File: src/rtl/spy_path_measure.sv
// spy_path_measure: launch/capture delay measurement controller for a spy chain.
// Define SPY_MINMAX_EN to add delay_min/delay_max tracking ports.
module spy_path_measure #(
    parameter int CNT_W       = 16,
    parameter int TRIALS_LOG2 = 4,
    parameter int TIMEOUT     = 1023,
    parameter int SETTLE_CYC  = 8,
    parameter bit EXPECT_INV  = 1'b0
) (
    input  logic                         clk,
    input  logic                         rst,
    input  logic                         start,
    output logic                         launch,
    input  logic                         result_in,
    output logic                         busy,
    output logic                         done,
    output logic                         timeout_err,
    output logic                         settle_err,
    output logic [CNT_W-1:0]             delay_last,
    output logic [CNT_W+TRIALS_LOG2-1:0] delay_sum,
`ifdef SPY_MINMAX_EN
    output logic [CNT_W-1:0]             delay_min,
    output logic [CNT_W-1:0]             delay_max,
`endif
    output logic [TRIALS_LOG2:0]         trial_cnt
);
    typedef enum logic [2:0] {IDLE, SETTLE, LAUNCH, WAIT, RECORD, FIN} state_t;
    localparam logic [CNT_W-1:0] SETTLE_LAST = CNT_W'(SETTLE_CYC - 1);
    localparam logic [CNT_W-1:0] CNT_MAX = CNT_W'(TIMEOUT);
    localparam logic [TRIALS_LOG2:0] LAST_TRIAL = (TRIALS_LOG2 + 1)'(2 ** TRIALS_LOG2 - 1);
    state_t state, next;
    logic sync1, res_s, match, settle_last;
    logic [CNT_W-1:0] cnt;
    assign match = res_s == (launch ^ EXPECT_INV);
    assign settle_last = cnt == SETTLE_LAST;
    assign busy = state != IDLE;
    assign done = state == FIN;
    always_ff @(posedge clk or posedge rst) begin
        if (rst)
            state <= IDLE;
        else
            state <= next;
    end
    always_comb begin
        next = state;
        case (state)
            IDLE:    next = start ? SETTLE : IDLE;
            SETTLE:  next = !settle_last ? SETTLE : match ? LAUNCH : FIN;
            LAUNCH:  next = WAIT;
            WAIT:    next = match ? RECORD : cnt == CNT_MAX ? FIN : WAIT;
            RECORD:  next = trial_cnt == LAST_TRIAL ? FIN : SETTLE;
            FIN:     next = IDLE;
            default: next = IDLE;
        endcase
    end
    // cnt doubles as the settle timer and the per-trial delay counter; it
    // freezes once the new level arrives so RECORD captures the arrival cycle.
    always_ff @(posedge clk or posedge rst) begin
        if (rst) begin
            sync1       <= 1'b0;
            res_s       <= 1'b0;
            cnt         <= '0;
            launch      <= 1'b0;
            timeout_err <= 1'b0;
            settle_err  <= 1'b0;
            delay_last  <= '0;
            delay_sum   <= '0;
            trial_cnt   <= '0;
`ifdef SPY_MINMAX_EN
            delay_min   <= '0;
            delay_max   <= '0;
`endif
        end else begin
            sync1 <= result_in;
            res_s <= sync1;
            case (state)
                IDLE: if (start) begin
                    cnt         <= '0;
                    timeout_err <= 1'b0;
                    settle_err  <= 1'b0;
                    delay_last  <= '0;
                    delay_sum   <= '0;
                    trial_cnt   <= '0;
`ifdef SPY_MINMAX_EN
                    delay_min   <= '1;
                    delay_max   <= '0;
`endif
                end
                SETTLE: begin
                    cnt <= cnt + 1'b1;
                    if (settle_last && !match)
                        settle_err <= 1'b1;
                end
                LAUNCH: begin
                    launch <= ~launch;
                    cnt    <= '0;
                end
                WAIT: if (!match) begin
                    if (cnt == CNT_MAX)
                        timeout_err <= 1'b1;
                    else
                        cnt <= cnt + 1'b1;
                end
                RECORD: begin
                    delay_last <= cnt;
                    delay_sum  <= delay_sum + (CNT_W + TRIALS_LOG2)'(cnt);
                    trial_cnt  <= trial_cnt + 1'b1;
                    cnt        <= '0;
`ifdef SPY_MINMAX_EN
                    if (cnt < delay_min)
                        delay_min <= cnt;
                    if (cnt > delay_max)
                        delay_max <= cnt;
`endif
                end
                default: ;
            endcase
        end
    end
endmodule

File: config.mk
export PLATFORM = sky130hd
export DESIGN_NAME = spy_path_measure
export DESIGN_NICKNAME = d
export VERILOG_FILES = /design/src/rtl/spy_path_measure.sv
export SDC_FILE = /design/constraint.sdc
export NUM_CORES = 1
export LEC_CHECK = 0
export CAP_MARGIN = 20
export CELL_PAD_IN_SITES_DETAIL_PLACEMENT = 2
export CELL_PAD_IN_SITES_GLOBAL_PLACEMENT = 2
export CORE_ASPECT_RATIO = 0.6
export CORE_MARGIN = 8
export CORE_UTILIZATION = 30
export DETAILED_ROUTE_END_ITERATION = 10
export GPL_TIMING_DRIVEN = 0
export PLACE_DENSITY = 0.75
export SLEW_MARGIN = 20
export SYNTH_ARGS = -nofsm -noshare
export SYNTH_HDL_FRONTEND = slang
export SYNTH_SLANG_ARGS = --single-unit
File: constraint.sdc
create_clock -name clk -period 5.05 [get_ports clk]
set_input_delay 0.7575 -clock clk [delete_from_list [all_inputs] [get_ports clk]]
set_output_delay 0.7575 -clock clk [all_outputs]
set_load 0.05 [all_outputs]
; Word level (Yosys, flattened, before mapping)
; Cells that the tools add are included.
[totals]
regBits = 65
in_bits = 4
out_inout_bits = 46
[classes]
addsub = 3
n_bitwise = 1
n_mux = 22
n_eq_ne = 14
n_reduce_logical = 13
[op_table]
columns = cell, count
row1 = $pmux 16 s4, 1
row2 = $mux 16, 3
row3 = $pmux 20 s2, 1
row4 = $pmux 16 s2, 1
row5 = $add 20x16->20, 1
row6 = $mux 20, 1
row7 = $add 16x1->16 const B, 1
row8 = $eq 16x10->1 const B, 1
row9 = $eq 16x3->1 const B, 1
row10 = $mux 3, 5
row11 = $pmux 3 s5, 1
row12 = $ne 2x2->1 const B, 5
row13 = $pmux 5 s2, 1
row14 = $reduce_and 4->1, 2
row15 = $eq 3x2->1 const B, 2
row16 = $eq 3x3->1 const B, 2
row17 = $reduce_bool 2->1, 3
row18 = $add 5x1->5 const B, 1
row19 = $eq 5x4->1 const B, 1
row20 = $mux 1, 5
row21 = $mux 5, 1
row22 = $pmux 1 s2, 2
row23 = $reduce_bool 4->1, 1
row24 = $eq 3x1->1 const B, 1
row25 = other kinds (9), 9

; Depth between registers and ports, before layout
; Gate-level depths: netlist (run 1).
[logic_depth]
word_depth = 5
mapped_depth = 8
ltp_nobuf = 8

; Worst setup path after synthesis (run 1)
; OpenSTA, ideal clock, no wires.
[synth_timing]
kind = register to register
start = register delay_sum[0]
end = register delay_sum[16]
synth_period_minus_slack_ps = 2687
n_path_buf = 0
required_ps = 4965
arrival_time_ps = 2602
path_slack_ps = 2363
stages_incl_launch_ff = 9
path_cell_list = dfrtp_1 > ha_1 > fa_1 > a21o_1 > a221oi_1 > o2bb2ai_1 > a211o_1 > nand2_1 > mux2i_1
[synth_via]
elab_chain_cells = 2
[synth_rtl]
columns = element, line_no
row1 = start: declaration, 20  ; output logic [CNT_W+TRIALS_LOG2-1:0] delay_sum,
row2 = start signal: assignment, 106  ; delay_sum <= delay_sum + (CNT_W + TRIALS_LOG2)'(cnt);
row3 = $add 20x16->20, 106
row4 = $pmux 20 s2, 76  ; case (state)
; No other way between the ends.
; A chain may end at the register's enable or synchronous reset.

; Worst setup path after layout (run 1)
[layout_timing]
start = register cnt[0]
end = register delay_sum[18]
[layout_via]
elab_chain_cells = 2
[layout_rtl]
columns = element, line_no
row1 = start: declaration, 33  ; logic [CNT_W-1:0] cnt;
row2 = start signal: assignment, 90  ; cnt <= cnt + 1'b1;
row3 = start signal: assignment, 102  ; cnt <= cnt + 1'b1;
row4 = $add 20x16->20, 106
row5 = $pmux 20 s2, 76
; No other way between the ends.

==> impl_results.md, run 1 <==
* Status: finished clean
* Largest net degree at the start of global routing at 37
* Post-synthesis mux area share at 1.124%
* CP arrival at 3310 ps
* Worst Path Max Fanout at 6
* Critical Path Source: cnt[0]
* # diodes at 0
* Worst min path class: reg -> reg
* Post-synthesis compound-gate area fraction at 20.77%
* Initial antenna violation count at 0
* Critical path capture point: delay_sum[18]
* 1st-pass router iterations at 4
* DIE AREA at 0.01573 mm2
* P_leak at 0.001974 uW
* Synth Area in Adders at 7.238%
* Hold Slack at 349.3 ps
* Post-synthesis sequential area ratio at 45.68%
* Hold Buf Count CTS at 0
* Pwr Total at 2220 uW
* Vias in the first global route at 3526
* Post-DP HPWL at 8931 um
* Post-Syn Nets at 390
* Final setup skew at 6.590 ps
* Antenna viol nets, final at 0
* Top cells by count, synth: dfrtp_1, nand2_1, o21ai_0, nor2_1
* CTS Sinks at 65
* H-tree Lvls at 3
* CTS tree: built
* Reg2Reg Setup Slack at 1990 ps
* Detailed-route wire length per cell at 21.05 um
* DP Area at 0.004274 mm2
* CTS resizes at 0
* Final Setup Violations at 0
* Launch point of the worst reg-to-reg path: cnt[0]
* Flops & latches, synth at 65
* Top cell type by total area after synthesis: dfrtp_1
* VDD IR max at 0.1771 mV
* CTS buffer count at 9
* Synth top area share at 45.68%
* Startpoint class of the critical path: register
* Main combinational cell family by area after synthesis: compound AO/OA/AOI/OAI gates
* GP Congestion at 0.7781
* Max_slew headroom at 47.54%
* YS warnings at 0
* Layout cells sized above 1 at 5.568%
* Synth Area in Simple Gates at 17.36%
* Drt total wl at 12440 um
* Dominant synthesized flop cell: dfrtp_1
* Area Growth Syn to Fin at 28.36%
* Post-layout nets at 451
* GRT overflow at 0
* Nature of the critical path endpoint: register
* Final hold vios at 0
* Clk Latency, worst-skew pair at 340 ps
* Fin crit share at 60.62%
* R2R depth at 8
* Synth Instances at 366
* Post-CTS Setup Bufs at 0
* Final min period at 3061 ps
* Fill count at 1271
* Avg Synthesized Cell Area at 9.729 um2
* CORE AREA at 0.01145 mm2
* Critical path required time at 5300 ps
* Chip width at 156.7 um
* Core Rows at 30
* Via density per instance at 5.408
* TNS Setup at 0 ps
* Top-count cell post-synth: dfrtp_1
* Pins over their slew limit at 0
* EDFF count, synth at 0
* RSZ-0062 raised after global routing: false
* Worst Tran Pin Value at 781.6 ps
* Initial core utilization at 31.10%
* Die H at 100.4 um
* # IOs at 50
* Drt drc at 0
* Global Route Usage Sum at 16.75%
* Post-Synth XOR/XNOR Area at 5.165%
* Synth async-reset ratio at 100.0%
* Iteration-0 DRC count of the detailed router at 130
* Global-route wire length before repair at 20440 um
* FMAX at 326.7 MHz
* Hold Crit Start: sync1
* Cell area after layout at 0.004571 mm2
* Count of different cell masters after synthesis at 50
* Port bufs at 49
* Critical R2R Capture: delay_sum[18]
* Mapped Area at 0.003561 mm2
* Synth top area cells: dfrtp_1, ha_1, nand2_1
* Clock root buffer: clkbuf_16
* Pwr/cell area at 485.7 mW/mm2
* Vias at 3196
* Worst-path clk slew at 60 ps
* CTS max path bufs at 2
* Worst setup path class: reg -> reg
* Max-cap violations at 0
==> cell usage in the layout, fill, tap and decap left out, types with 13 or more instances in the layout <==
| cell type | n |
|---|---|
| o21ai_0 | 38 |
| dfrtp_1 | 65 |
| nand3_1 | 15 |
| ha_1 | 19 |
| clkdlybuf4s50_1 | 49 |
| clkbuf_1 | 14 |
| nand2_1 | 51 |
| xnor2_1 | 15 |
| nor2_1 | 20 |
| a21oi_1 | 13 |
| a22o_1 | 19 |
==> flip-flops by register name, indices dropped and copies added, names as in the netlist <==
register / count
cnt: 16
delay_last: 16
delay_sum: 20
launch: 1
res_s: 1
settle_err: 1
state: 3
sync1: 1
timeout_err: 1
trial_cnt: 5
==> report_power, final <==
group | switching, uW | total, uW | leakage [uW] | internal (uW)
registers | 113 | 716 | 0.000885 | 603
logic | 583 | 864 | 0.000941 | 281
clock network | 235 | 640 | 0.000148 | 405
==> how the worst min path moves through the flow <==
stage                 end  slack [ps]  cells past startpoint
global route        res_s         370                      0
finish              res_s         350                      0
floorplan           res_s         330                      0
global placement    res_s         340                      0
CTS                 res_s         350                      0
detailed placement  res_s         340                      0
==> through the flow <==
stage          instances  utilization [%]  setup slack, ps
2_1_floorplan        366                -             2363
3_5_place_dp         576            37.33             2048
3_3_place_gp         575            37.14             1343
5_1_grt              591            39.92             1791
4_1_cts              591            39.92             1960
6_report             591            39.92             1989
==> area by class of cell <==
cell class	instances	area, um2	area share, %
plain buffers	16	76.32	1.670
clock buffers	12	256.5	5.612
clock inverters	3	40.04	0.8760
repair buffers	50	510.5	11.17
multi-input cells	280	1839	40.24
inverters	5	21.27	0.4654
flip-flops and latches	65	1627	35.59
well taps	160	200.2	4.380
==> cell families after synthesis <==
group                      Yosys count
DFF                                 65
buffers and inverters               21
adders and majority gates           20
and+or+nand+nor                    128
AOI/OAI and AO/OA                  107
muxes                                4
xor gates and xnor gates            21
==> worst max-delay path, stage by stage, from the launching register on <==
cell,delay [ps]
dfrtp_1,450
ha_1,240
fa_1,420
a21o_1,210
a221oi_1,650
o2bb2ai_1,320
a211o_1,400
nand2_1,100
mux2i_1,190
==> routing by layer <==
layer | part of all wire (%) | wire length, um | global-route usage [%] | vias to the layer above
met4 | 0.62 | 77 | 3.233 | 0
met1 | 50 | 6195 | 22.39 | 1646
met2 | 44 | 5423 | 25.93 | 70
met5 | 0 | 0 | 0 | -
met3 | 6.0 | 745 | 5.491 | 9
li1 | - | - | - | 1471
(Power assumes the default switching activity.)
==> run 2: changes to the inputs <==
Clock period 5.05 ns to 3 ns, I/O delays scaled along.
==> run 2 against run 1 <==
  * Clock skew about the same
  * Non-clock buffer count unchanged
  * Largest power group unchanged
  * Sequential power increased by 68%
  * Count of clock-buffer cells in the layout unchanged
  * Via count decreased by 0.69%
  * Largest cell class unchanged
  * Utilization increased by 0.055 points
==> impl_results.md, run 2 (synthesis gave the netlist of run 1 again) <==
* Clk Latency, worst-skew pair at 330 ps (was 340 ps)
* CORE AREA at 0.01145 mm2 (unchanged)
* Area Growth Syn to Fin at 28.53% (was 28.36%)
* GP Congestion at 0.7781 (unchanged)
* CTS buffer count at 9 (unchanged)
* 1st-pass router iterations at 4 (unchanged)
* Layout cells sized above 1 at 5.800% (was 5.568%)
* Nature of the critical path endpoint: register (unchanged)
* Via density per instance at 5.371 (was 5.408)
* Largest net degree at the start of global routing at 37 (unchanged)
* Pwr Total at 3734 uW (was 2220 uW)
* Worst Path Max Fanout at 6 (unchanged)
* Layout Utilization at 39.98% (was 39.92%)
* Worst-path clk slew at 60 ps (about the same)
* Initial antenna violation count at 0 (unchanged)
* Fin crit share at 94.05% (was 60.62%)
* Iteration-0 DRC count of the detailed router at 130 (unchanged)
* P_int at 2171 uW (was 1289 uW)
* Critical path required time at 3250 ps (was 5300 ps)
* Antenna viol nets, final at 0 (unchanged)
* VDD IR max at 0.2983 mV (was 0.1771 mV)
* Core Rows at 30 (unchanged)
* Worst Tran Pin Value at 762.8 ps (was 781.6 ps)
* Detailed-route wire length per cell at 21.05 um (about the same)
* Number of flip-flops under the largest register name at 20 (unchanged)
* H-tree Lvls at 3 (unchanged)
* Most frequent cells in the layout: dfrtp_1, nand2_1, clkdlybuf4s50_1 (unchanged)
* DIE AREA at 0.01573 mm2 (unchanged)
* CTS tree: built (unchanged)
* Pins over their slew limit at 0 (unchanged)
* Chip width at 156.7 um (unchanged)
* CTS max path bufs at 2 (unchanged)
* CP arrival at 3070 ps (was 3310 ps)
* Commonest non-fill, non-tap cell in the layout: dfrtp_1 (unchanged)
* Flop pwr share at 32.3% (was 32.2%)
* Post-CTS Setup Bufs at 0 (unchanged)
* Logic pwr share at 39.0% (was 38.9%)
* # IOs at 50 (unchanged)
* Final hold vios at 0 (unchanged)
* Hold Buf Count CTS at 0 (unchanged)
* Global-route wire length before repair at 20470 um (was 20440 um)
* Final min period at 2822 ps (was 3061 ps)
* # diodes at 0 (unchanged)
* Reg with most FFs: delay_sum (unchanged)
* Max-cap violations at 0 (unchanged)
* Vias in the first global route at 3526 (unchanged)
* Die H at 100.4 um (unchanged)
* Final Setup Violations at 0 (unchanged)
* FMAX at 354.4 MHz (was 326.7 MHz)
* Port bufs at 49 (unchanged)
* RSZ-0062 raised after global routing: false (unchanged)
* Biggest regs: delay_sum: 20 flops, cnt: 16 flops, delay_last: 16 flops (unchanged)
* Hold Slack at 349.3 ps (about the same)
* Pwr/cell area at 815.9 mW/mm2 (was 485.7 mW/mm2)
* Drt drc at 0 (unchanged)
* Drt total wl at 12440 um (about the same)
* Worst setup path class: reg -> reg (unchanged)
* Startpoint class of the critical path: register (unchanged)
* Clock root buffer: clkbuf_16 (unchanged)
* Post-layout nets at 451 (unchanged)
* Max_slew headroom at 48.81% (was 47.54%)
* GRT overflow at 0 (unchanged)
* Initial core utilization at 31.10% (unchanged)
* CTS Sinks at 65 (unchanged)
* Worst min path class: reg -> reg (unchanged)
* Status: finished clean (unchanged)
* Global Route Usage Sum at 16.77% (was 16.75%)
* P_leak at 0.001977 uW (was 0.001974 uW)
* Post-DP HPWL at 8931 um (unchanged)
* Final setup skew at 6.583 ps (was 6.590 ps)
* Net Switching at 1563 uW (was 930.4 uW)
* Vias at 3174 (was 3196)
* Switch share at 41.86% (was 41.91%)
* Clock share of power at 28.8% (about the same)
* Reg2Reg Setup Slack at 180 ps (was 1990 ps)
-- run 2: cell types whose count changed in the layout (fill, tap and decap cells not counted) --
cell      change
a221oi_1      -1
a221oi_2      +1
-- run 2: worst paths after layout --
path / start / cells past startpoint / to
setup / recovery: cnt[0] / 8 / delay_sum[18]
hold / removal: sync1 / 0 / res_s
setup reg to reg: cnt[0] / 8 / delay_sum[18]
hold reg to reg: sync1 / 0 / res_s
max in group asynchronous: rst / 3 / delay_sum[18]
min in group asynchronous: rst / 2 / delay_last[4]
-- run 2: through the flow --
stage               area [um2]  cells  worst slack [ps]  setup TNS [ps]
floorplan                 3561    366             313.0               0
global placement          4252    575            -399.6          -25540
detailed placement        4274    576            -1.835          -1.835
CTS                       4577    591             170.0               0
global route              4577    591             13.45               0
finish                    4577    591             178.4               0
-- run 2: what timing repair did --
item	in CTS	in global routing
resized for setup	1	0
hold endpoints to repair	0	0
setup endpoints to repair	2	0
-- run 2: metal layers --
layer	vias to the layer above	GRT usage, %	share of wire [%]
met4	0	3.233	0.66
met2	62	25.93	44
met5	-	0	0
met3	10	5.491	5.8
li1	1472	-	-
met1	1630	22.44	50
-- run 2: critical path, cell delays in order, from the launching register on --
cell and delay [ps]:
dfrtp_1 460, ha_1 240, fa_1 420, a21o_1 210, a221oi_2 460, o2bb2ai_1 270, a211o_1 390, nand2_1 100
mux2i_1 190
-- run 2: area by class of cell --
class	instances	area, um2
Clock buffer	12	256.5
Timing Repair Buffer	50	510.5
Multi-Input combinational cell	280	1846
Clock inverter	3	40.04
Buffer	16	76.32
Sequential cell	65	1627
Tap cell	160	200.2
Fill cell	1270	6872
Inverter	5	21.27
-- run 2: power groups by stage --
stage / sequential [uW] / combinational (uW) / clock [uW]
after floorplan: 1510 / 639 / 0
final: 1200 / 1450 / 1080
after global placement: 1200 / 1400 / 0
after detailed placement: 1220 / 1450 / 0
after global routing: 1230 / 1580 / 1140
after CTS: 1210 / 1470 / 1100
